<file path="config.mk">
export PLATFORM = sky130hd
export DESIGN_NAME = alu_issue_ctrl
export DESIGN_NICKNAME = d
export VERILOG_FILES = /design/src/rtl/alu_issue_ctrl.sv
export SDC_FILE = /design/constraint.sdc
export NUM_CORES = 1
export LEC_CHECK = 0
export ABC_AREA = 1
export BUFFER_PORTS_ARGS = -buffer_cell sky130_fd_sc_hd__buf_2
export CORE_MARGIN = 2
export CORE_UTILIZATION = 40
export CTS_CLUSTER_DIAMETER = 80
export DETAILED_ROUTE_END_ITERATION = 8
export SYNTH_ARGS = -nofsm -noshare
export SYNTH_HDL_FRONTEND = slang
export SYNTH_SLANG_ARGS = --single-unit
</file>
<file path="constraint.sdc">
create_clock -name clk -period 4 [get_ports clk]
set_input_delay 1 -clock clk [delete_from_list [all_inputs] [get_ports clk]]
set_output_delay 1 -clock clk [all_outputs]
set_load 0.01 [all_outputs]
</file>
<file path="src/rtl/alu_issue_ctrl.sv">
// Single-issue ALU controller: decode, 8-entry register file, req/ack to ALU, writeback.
// Optional ALU_TIMEOUT_EN macro adds a request watchdog of TIMEOUT_CYC cycles.
module alu_issue_ctrl #(
    parameter int DATA_W      = 19,
    parameter int TIMEOUT_CYC = 16
) (
    input  logic              clk,
    input  logic              rst,
    input  logic              instr_valid_i,
    input  logic [DATA_W-1:0] instr_i,
    output logic              instr_ready_o,
    output logic              alu_req_o,
    output logic [4:0]        alu_op_o,
    output logic [DATA_W-1:0] alu_a_o,
    output logic [DATA_W-1:0] alu_b_o,
    input  logic              alu_ack_i,
    input  logic [DATA_W-1:0] alu_result_i,
    output logic              done_o,
    output logic              illegal_o,
    output logic              timeout_o,
    input  logic [2:0]        dbg_addr_i,
    output logic [DATA_W-1:0] dbg_data_o
);

    typedef enum logic [1:0] {
        S_IDLE,
        S_REQ,
        S_WB
    } state_e;

    typedef struct packed {
        logic [4:0] op;
        logic [2:0] rd;
        logic [2:0] rs1;
        logic [2:0] rs2;
    } fields_t;

    localparam logic [4:0] OP_NOT  = 5'd0;
    localparam logic [4:0] OP_INC  = 5'd8;
    localparam logic [4:0] OP_DEC  = 5'd9;
    localparam logic [4:0] OP_LAST = 5'd9;

    state_e            state_q, state_d;
    fields_t           f_q, f_d;
    fields_t           f_in;
    logic [DATA_W-1:0] res_q, res_d;
    logic              illegal_q, illegal_d;
    logic              wr_en;
    logic              in_legal;
    logic              b_zero;
    logic [DATA_W-1:0] rf_q [8];

    logic unused_instr_bits;
    assign unused_instr_bits = ^instr_i[4:0];

    assign f_in.op  = instr_i[18:14];
    assign f_in.rd  = instr_i[13:11];
    assign f_in.rs1 = instr_i[10:8];
    assign f_in.rs2 = instr_i[7:5];

    assign in_legal = (f_in.op <= OP_LAST);

    // Unary ops ignore rs2 so the ALU always sees a zero B operand.
    always_comb begin
        b_zero = 1'b0;
        unique case (1'b1)
            (f_q.op == OP_NOT): b_zero = 1'b1;
            (f_q.op == OP_INC): b_zero = 1'b1;
            (f_q.op == OP_DEC): b_zero = 1'b1;
            default:            b_zero = 1'b0;
        endcase
    end

`ifdef ALU_TIMEOUT_EN
    localparam int CNT_W = $clog2(TIMEOUT_CYC + 1);
    localparam logic [CNT_W-1:0] CNT_LAST = CNT_W'(TIMEOUT_CYC - 1);

    logic [CNT_W-1:0] cnt_q, cnt_d;
    logic             to_q, to_d;
`endif

    always_comb begin
        state_d       = state_q;
        f_d           = f_q;
        res_d         = res_q;
        illegal_d     = 1'b0;
        wr_en         = 1'b0;
        instr_ready_o = 1'b0;
        alu_req_o     = 1'b0;
        alu_op_o      = 5'd0;
        alu_a_o       = '0;
        alu_b_o       = '0;
        done_o        = 1'b0;
`ifdef ALU_TIMEOUT_EN
        cnt_d         = '0;
        to_d          = 1'b0;
`endif
        unique case (state_q)
            S_IDLE: begin
                instr_ready_o = 1'b1;
                if (instr_valid_i) begin
                    f_d = f_in;
                    if (in_legal) begin
                        state_d = S_REQ;
                    end else begin
                        illegal_d = 1'b1;
                    end
                end
            end
            S_REQ: begin
                alu_req_o = 1'b1;
                alu_op_o  = f_q.op;
                alu_a_o   = rf_q[f_q.rs1];
                alu_b_o   = b_zero ? '0 : rf_q[f_q.rs2];
                if (alu_ack_i) begin
                    res_d   = alu_result_i;
                    state_d = S_WB;
`ifdef ALU_TIMEOUT_EN
                end else if (cnt_q == CNT_LAST) begin
                    state_d = S_IDLE;
                    to_d    = 1'b1;
                end else begin
                    cnt_d = cnt_q + 1'b1;
`endif
                end
            end
            S_WB: begin
                done_o  = 1'b1;
                wr_en   = 1'b1;
                state_d = S_IDLE;
            end
            default: begin
                state_d = S_IDLE;
            end
        endcase
    end

    always_ff @(posedge clk) begin
        if (rst) begin
            state_q   <= S_IDLE;
            f_q       <= '0;
            res_q     <= '0;
            illegal_q <= 1'b0;
        end else begin
            state_q   <= state_d;
            f_q       <= f_d;
            res_q     <= res_d;
            illegal_q <= illegal_d;
        end
    end

    // r0 is hardwired to zero by never writing it.
    always_ff @(posedge clk) begin
        if (rst) begin
            for (int i = 0; i < 8; i++) begin
                rf_q[i] <= '0;
            end
        end else if (wr_en && (f_q.rd != 3'd0)) begin
            rf_q[f_q.rd] <= res_q;
        end
    end

`ifdef ALU_TIMEOUT_EN
    always_ff @(posedge clk) begin
        if (rst) begin
            cnt_q <= '0;
            to_q  <= 1'b0;
        end else begin
            cnt_q <= cnt_d;
            to_q  <= to_d;
        end
    end

    assign timeout_o = to_q;
`else
    assign timeout_o = 1'b0;
`endif

    assign illegal_o  = illegal_q;
    assign dbg_data_o = rf_q[dbg_addr_i];

endmodule

</file>
==> key figures, run 1 <==
Worst setup path
  • Critical path, cell by cell: inv_2 > buf_12 > nand2_1 > nand3_1 > nand3_1 > nand2_1 > nor2_1 > buf_2
  • Critical path startpoint category: flip-flop
  • Worst setup EP type: output port
  • Slowest-stage cell, CP: dfxtp_2
  • Req. time, crit path: 3.00 ns
  • CP max FO: 76
  • Critical path type: flip-flop to output port
  • Arr. time, crit path: 2.42 ns
  • Critical Path Max Stage Delay: 0.76 ns

Clocking
  • Worst-path clk slew: 0.08 ns
  • Clock Sinks: 194
  • Post-CTS Hold Fix Bufs: 0
  • CTS root buffer: clkbuf_16
  • PostCTS Resize Cnt: 0
  • Clock Path Buffers: 2
  • TritonCTS buffer count: 17
  • Post-CTS setup buffer count: 0
  • H-tree depth: 4
  • Later-pin clock latency in the skew report: 0.45 ns
  • CTS tree: done

Route
  • Via density: 5.30
  • Starting DRT DRC Count: 1301
  • Final wirelength: 39.6 mm
  • Final antenna-violating net count: 0
  • Drt pass-1 iters: 7
  • Detailed-route wire length per cell: 18.8 um
  • Residual DRC: 0
  • Vias: 11200

Yosys
  • Top cells by area, synth: edfxtp_1, nand2_1, nor2_1, nand3_1, dfxtp_1
  • Post-synthesis sequential area ratio: 0.469
  • Synth top area share: 0.396
  • Cell count after synthesis: 1633
  • Avg Inst Size Synth: 7.06 sq um
  • Post-synth top area cell: edfxtp_1
  • Synthesis-stage register bit count: 194
  • Ys Warns: 0
  • Number of unique standard cell types used by synthesis: 25
  • Post-Syn Area: 11500 sq um

Layout
  • Area of the multi-input gates: 4960 sq um
  • Sequential Area: 5410 sq um
  • Utilization after layout: 0.458
  • Share of cells above drive strength 1: 0.111
  • Syn-to-layout area delta: 13.4%
  • Fillers: 2916
  • Most common library cell in the layout ignoring fill and taps: nand2_1
  • Ant. Diodes: 0
  • Nets: 1751
  • Most frequent cells in the layout: nand2_1, nor2_1, inv_1

Pwr
  • Switch share: 0.312
  • Logic pwr share: 0.182
  • Tot Pwr: 4.87 mW
  • Pleak: 5.94 nW
  • Clock power frac: 0.345
  • Internal power consumption: 3.35 mW
  • Worst VDD drop: 251 uV
  • Power share of the sequential group: 0.473
  • Pwr/cell area: 372 nW/um^2
  • NetSw: 1.52 mW

GRT
  • Vias in the first global route: 10600
  • Gr ovfl total: 0
  • Global-route usage over all layers: 0.264
  • Global-route wire length before repair: 60.9 mm
  • Largest net degree at the start of global routing: 77
  • Initial antenna violation count: 0

Floorplanning
  • Core Region: 28500 sq um
  • Rows: 62
  • Initial Utilization: 0.404
  • Top-Level Pins: 112
  • Die Ht: 174 um
  • DIE WIDTH: 174 um
  • Die area: 30200 sq um

STA
  • Fmax achieved: 293 MHz
  • Skew final: 0.0190 ns
  • Final Max Tran Viols: 0
  • Crit share post-route: 0.854
  • Normalized max-slew margin: 0.341
  • Final hold viol count: 0
  • Final setup vio count: 0
  • RSZ-0062 raised after global routing: false
  • Sum Neg Setup Slack: 0 ns
  • Worst-margin pin slew: 0.989 ns
  • Fin crit period: 3.42 ns

Run status
  • Outcome: finished clean

Place
  • Dpl hpwl: 24.3 mm
  • Final GP Congestion: 0.874
  • PortBufs: 105

Flow run
  • Max Cap Viol: 0

Min path
  • Hold Path Class: flip-flop to flip-flop
==> power by group through the flow <==
stage               logic [mW]  registers [mW]  clock network [mW]
floorplan                0.583            2.33                   0
global placement         0.862            2.34                   0
detailed placement       0.872            2.35                   0
CTS                      0.876            2.30                1.70
global route             0.984            2.31                1.78
finish                   0.887            2.30                1.68
==> cells in the mapped netlist (all sizes together) <==
| cell type | number |
|---|---|
| clkinv | 3 |
| inv | 188 |
| conb | 1 |
| dfxtp | 42 |
| nand3b | 1 |
| or2 | 1 |
| nor3 | 2 |
| nand3 | 172 |
| a21oi | 46 |
| clkbuf | 46 |
| o211ai | 57 |
| buf | 66 |
| nand2 | 507 |
| o21ai | 72 |
| nor2 | 270 |
| edfxtp | 152 |
| nand4 | 7 |
==> state kept, by name, summed over array words and instances (netlist names), named ones only <==
name       count
f_q           14
res_q         19
illegal_o      1
rf_q         152
state_q        2
==> metal layers <==
layer,vias up,part of all wire,GRT usage,routed length (um)
met5,-,0,0,0
met4,0,0.032,0.0921,1260
met3,96,0.084,0.0493,3330
met2,559,0.48,0.449,18900
met1,5165,0.41,0.337,16100
li1,5333,-,-,-
==> worst paths after layout <==
kind | from | to | slack, ns | cells after the start
min reg2reg | f_q[11] | f_q[11] | 0.48 | 2
min | f_q[11] | f_q[11] | 0.48 | 2
max reg2reg | state_q[1] | rf_q[3][5] | 2.12 | 6
max | flip-flop | alu_b_o[9] | 0.58 | 8
==> through the flow <==
step	setup slack (ns)	area (sq um)	hold WS, ns	instances
detailed placement	0.645	12500	0.467	2071
global placement	0.644	12500	0.463	2071
finish	0.582	13100	0.478	2103
global route	0.452	13100	0.505	2103
floorplan	1.19	11600	0.441	1652
CTS	0.607	13100	0.478	2103
==> area by class of cell <==
cell class,count,area share
timing repair buffer,147,0.0712
clock inverter,15,0.0111
inverter,191,0.0548
multi-input combinational,1155,0.380
clock buffer,17,0.0325
tap,384,0.0368
sequential,194,0.414
==> worst max-delay path, delay by kind of cell (launching register included) <==
kind / cells / cell delay [ns]
buffers and inverters: 3 / 0.53
flip-flops: 1 / 0.76
AND/OR/NAND/NOR: 5 / 0.68
==> cell families (layout without fill, tap and decap cells) <==
group                  Yosys count  in the layout  share of synthesized area
AO/OA/AOI/OAI                  175            175                     0.0883
flip-flops                     194            194                      0.469
AND/OR/NAND/NOR                960            960                      0.336
buffers and inverters          303            370                      0.107
other                            1             20                   0.000325
Note: power is estimated with default switching activity, not from simulation.
==> inputs of run 2 (changes only) <==
==> constraint.sdc (replaced) <==
create_clock -name clk -period 3.4 [get_ports clk]
set_input_delay 0.85 -clock clk [delete_from_list [all_inputs] [get_ports clk]]
set_output_delay 0.85 -clock clk [all_outputs]
set_load 0.1 [all_outputs]
==> key figures, run 2 (synthesized netlist as in run 1, its figures left out) <==
Layout
  • Area of the multi-input gates: 4960 sq um
  • Utilization after layout: 0.471
  • Fillers: 2935
  • Max FFs per register: 152
  • Most common library cell in the layout ignoring fill and taps: nand2_1
  • Most flops, register: rf_q
  • Nets: 1758
  • Finished Cell Area: 13400 sq um
  • Ant. Diodes: 0
  • Most frequent cells in the layout: nand2_1, nor2_1, inv_1
  • Share of cells above drive strength 1: 0.114
  • Sequential Area: 5410 sq um
  • Largest registers: rf_q: 152 flops, res_q: 19 flops, f_q: 14 flops
  • Syn-to-layout area delta: 16.5%

Route
  • Via density: 5.38
  • Vias: 11400
  • Detailed-route wire length per cell: 19.0 um
  • Residual DRC: 0
  • Final antenna-violating net count: 0
  • Starting DRT DRC Count: 1001
  • Drt pass-1 iters: 5
  • Final wirelength: 40.2 mm

Floorplanning
  • Initial Utilization: 0.404
  • Die Ht: 174 um
  • Core Region: 28500 sq um
  • Die area: 30200 sq um
  • DIE WIDTH: 174 um
  • Top-Level Pins: 112
  • Rows: 62

Pwr
  • Pleak: 6.08 nW
  • Internal power consumption: 4.15 mW
  • Power share of the sequential group: 0.432
  • Switch share: 0.337
  • Clock power frac: 0.335
  • Pwr/cell area: 466 nW/um^2
  • Worst VDD drop: 294 uV
  • NetSw: 2.11 mW
  • Logic pwr share: 0.234

STA
  • Fin crit period: 3.30 ns
  • Sum Neg Setup Slack: 0 ns
  • Final setup vio count: 0
  • Fmax achieved: 303 MHz
  • Final Max Tran Viols: 0
  • RSZ-0062 raised after global routing: false
  • Final hold viol count: 0
  • Crit share post-route: 0.972
  • Normalized max-slew margin: 0.583
  • Worst-margin pin slew: 0.623 ns
  • Skew final: 0.0113 ns

Worst setup path
  • CP max FO: 56
  • Critical path type: flip-flop to output port
  • Arr. time, crit path: 2.45 ns
  • Critical path startpoint category: flip-flop
  • Worst setup EP type: output port
  • Req. time, crit path: 2.55 ns

Clocking
  • CTS root buffer: clkbuf_16
  • TritonCTS buffer count: 17
  • Clock Path Buffers: 2
  • Post-CTS setup buffer count: 0
  • Worst-path clk slew: 0.07 ns
  • CTS tree: done
  • Clock Sinks: 194
  • Later-pin clock latency in the skew report: 0.45 ns
  • H-tree depth: 4

Place
  • Final GP Congestion: 0.879
  • Post-DP Area: 12800 sq um
  • Dpl hpwl: 25.1 mm
  • PortBufs: 105

GRT
  • Global-route usage over all layers: 0.268
  • Global-route wire length before repair: 61.6 mm
  • Vias in the first global route: 10900
  • Largest net degree at the start of global routing: 77
  • Gr ovfl total: 0
  • Initial antenna violation count: 0

Flow run
  • Max Cap Viol: 0

Min path
  • Hold Path Class: flip-flop to flip-flop

Run status
  • Outcome: finished clean
-- run 2: changes by cell type in the layout (fill, tap and decap cells not counted), sizes merged --
cell / previous run / this run
buf: 147 / 153
bufinv: 0 / 2
clkbuf: 17 / 18
clkinv: 8 / 7
inv: 196 / 195
-- run 2: power groups by stage --
| stage | clock network (mW) | registers [mW] | logic [mW] |
|---|---|---|---|
| CTS | 2.11 | 2.70 | 1.45 |
| floorplan | 0 | 2.75 | 1.00 |
| global route | 2.18 | 2.71 | 1.58 |
| global placement | 0 | 2.75 | 1.44 |
| finish | 2.09 | 2.70 | 1.46 |
| detailed placement | 0 | 2.75 | 1.45 |
-- run 2: worst max-delay path: stages, from the launching register on --
cell and delay (ns):
dfxtp_2 0.34, buf_4 0.22, buf_6 0.28, nand2_1 0.16, nand3_1 0.08, nand2_1 0.11, nor2_1 0.05, nor2_1 0.25
buf_2 0.48
-- run 2: what timing repair did --
item / in CTS / in global routing
endpoints found under the setup margin: 0 / 19
gates resized for setup: 0 / 6
hold buffers: 0 / 0
hold endpoints to repair: 0 / 0
-- run 2: worst paths after layout --
check	slack [ns]	end	startpoint	cells after the start
worst min register to register	0.48	f_q[11]	f_q[11]	2
worst max register to register	1.68	rf_q[3][6]	state_q[1]	5
worst max-delay path	0.1	alu_a_o[15]	flip-flop	8
worst min-delay path	0.48	f_q[11]	f_q[11]	2
-- run 2: per-stage QoR --
step | total power [mW] | hold WS (ns) | instances | setup slack, ns
after floorplan | 3.75 | 0.441 | 1652 | 0.0574
after global placement | 4.19 | 0.462 | 2078 | 0.223
after detailed placement | 4.20 | 0.468 | 2078 | 0.214
after CTS | 6.26 | 0.479 | 2110 | 0.0237
after global routing | 6.47 | 0.505 | 2110 | 0.0334
final | 6.26 | 0.476 | 2110 | 0.0950
-- run 2: final cells by class --
cell class | count | area share
multi-input combinational | 1155 | 0.369
inverter | 191 | 0.0537
tap | 384 | 0.0358
sequential | 194 | 0.402
clock buffer | 17 | 0.0317
clock inverter | 15 | 0.0128
timing repair buffer | 154 | 0.0941
-- run 2: per-layer routing --
layer	part of all wire	vias up	track usage
li1	-	5342	-
met5	0	-	0
met3	0.090	113	0.0498
met2	0.46	594	0.441
met1	0.41	5303	0.338
met4	0.044	0	0.136
==> inputs of run 3 (changes only) <==
--- a/config.mk
+++ b/config.mk
@@ -6,7 +6,7 @@
 export NUM_CORES = 1
 export LEC_CHECK = 0
 export ABC_AREA = 1
-export BUFFER_PORTS_ARGS = -buffer_cell sky130_fd_sc_hd__buf_2
+export BUFFER_PORTS_ARGS = -buffer_cell sky130_fd_sc_hd__buf_4
 export CORE_MARGIN = 2
 export CORE_UTILIZATION = 40
 export CTS_CLUSTER_DIAMETER = 80
==> key figures, run 3 (synthesized netlist as in run 1, its figures left out) <==
Worst setup path
  • Worst setup EP type: output port
  • Worst Reg-to-Reg Cells: 5
  • Arr. time, crit path: 2.43 ns
  • Critical path type: flip-flop to output port
  • Req. time, crit path: 2.55 ns
  • Critical path startpoint category: flip-flop
  • CP max FO: 38

STA
  • Skew final: 0.0145 ns
  • Final setup vio count: 0
  • Sum Neg Setup Slack: 0 ns
  • Crit share post-route: 0.965
  • Final Max Tran Viols: 0
  • Normalized max-slew margin: 0.533
  • Final hold viol count: 0
  • RSZ-0062 raised after global routing: false
  • Worst-margin pin slew: 0.699 ns
  • Fmax achieved: 305 MHz
  • Fin crit period: 3.28 ns

Floorplanning
  • Top-Level Pins: 112
  • Rows: 62
  • Initial Utilization: 0.404
  • Core Region: 28500 sq um
  • Die Ht: 174 um
  • DIE WIDTH: 174 um
  • Die area: 30200 sq um

Clocking
  • PostCTS Resize Cnt: 0
  • Later-pin clock latency in the skew report: 0.45 ns
  • Post-CTS Hold Fix Bufs: 0
  • CTS root buffer: clkbuf_16
  • H-tree depth: 4
  • TritonCTS buffer count: 17
  • Worst-path clk slew: 0.08 ns
  • Clock Path Buffers: 2
  • CTS tree: done
  • Clock Sinks: 194
  • Post-CTS setup buffer count: 0

Layout
  • Ant. Diodes: 0
  • Non-Filler Instances: 2107
  • Nets: 1755
  • Most frequent cells in the layout: nand2_1, nor2_1, inv_1
  • Share of cells above drive strength 1: 0.111
  • Largest registers: rf_q: 152 flops, res_q: 19 flops, f_q: 14 flops
  • Finished Cell Area: 13400 sq um
  • Syn-to-layout area delta: 16.5%
  • Most common library cell in the layout ignoring fill and taps: nand2_1
  • Max FFs per register: 152
  • Most flops, register: rf_q

Place
  • Final GP Congestion: 0.890
  • Cells after DPL: 2075
  • Dpl hpwl: 24.5 mm
  • PortBufs: 105
  • Post-DP Area: 12900 sq um

Pwr
  • Pwr/cell area: 456 nW/um^2
  • Pleak: 6.03 nW
  • Worst VDD drop: 249 uV

GRT
  • Vias in the first global route: 10900
  • Initial antenna violation count: 0
  • Global-route usage over all layers: 0.268
  • Gr ovfl total: 0
  • Largest net degree at the start of global routing: 77
  • Global-route wire length before repair: 61.9 mm

Route
  • Vias: 11300
  • Starting DRT DRC Count: 1152
  • Drt pass-1 iters: 6
  • Detailed-route wire length per cell: 19.1 um
  • Residual DRC: 0
  • Final antenna-violating net count: 0
  • Via density: 5.36
  • Final wirelength: 40.1 mm

Min path
  • Hold Path Class: flip-flop to flip-flop
  • Hold depth: 2

Flow run
  • Max Cap Viol: 0

Run status
  • Outcome: finished clean
-- run 3: changes by cell type in the layout (fill, tap and decap cells not counted), moves of 2 or more --
| cell | previous run | this run |
|---|---|---|
| buf_12 | 26 | 12 |
| buf_2 | 88 | 0 |
| buf_4 | 38 | 139 |
| bufinv_16 | 2 | 0 |
| clkinv_2 | 2 | 0 |
| clkinv_8 | 0 | 2 |
| inv_2 | 1 | 3 |
| inv_4 | 2 | 0 |
-- run 3: metal layers --
| metal | vias to the layer above | part of all wire | global-route usage |
|---|---|---|---|
| met3 | 90 | 0.085 | 0.0410 |
| met4 | 0 | 0.037 | 0.117 |
| met1 | 5231 | 0.41 | 0.349 |
| li1 | 5340 | - | - |
| met5 | - | 0 | 0 |
| met2 | 632 | 0.47 | 0.445 |
-- run 3: area by class of cell --
cell class / instances / area (sq um)
fill: 2879 / 15100
sequential: 194 / 5410
multi-input combinational: 1155 / 4970
timing repair buffer: 151 / 1280
inverter: 191 / 717
tap: 384 / 480
clock buffer: 18 / 429
clock inverter: 14 / 141
-- run 3: through the flow --
stage               total power [mW]   util  setup WS (ns)  hold WS, ns
finish                          6.12  0.470          0.121        0.470
global placement                4.16  0.450          0.368        0.465
floorplan                       3.75      -         0.0574        0.441
CTS                             6.13  0.470          0.136        0.473
global route                    6.37  0.470         0.0685        0.503
detailed placement              4.17  0.450          0.385        0.460
-- run 3: worst max-delay path, cell delays in order (launching register included) --
cell     delay [ns]
dfxtp_2        0.35
inv_2          0.51
buf_12         0.30
nor2_1         0.06
nor2_1         0.10
nor2_1         0.06
nor2_1         0.22
buf_4          0.34
-- run 3: report_power, final --
group,total (mW),internal (mW),switching (mW)
clock,1.99,0.979,1.01
sequential,2.71,2.65,0.0551
combinational,1.43,0.370,1.06
-- run 3: path summary, 6_finish.rpt --
| check | from | end | slack, ns |
|---|---|---|---|
| max | flip-flop | alu_b_o[13] | 0.12 |
| min | f_q[12] | f_q[12] | 0.47 |
| min reg2reg | f_q[12] | f_q[12] | 0.47 |
| max reg2reg | state_q[1] | rf_q[3][5] | 1.67 |
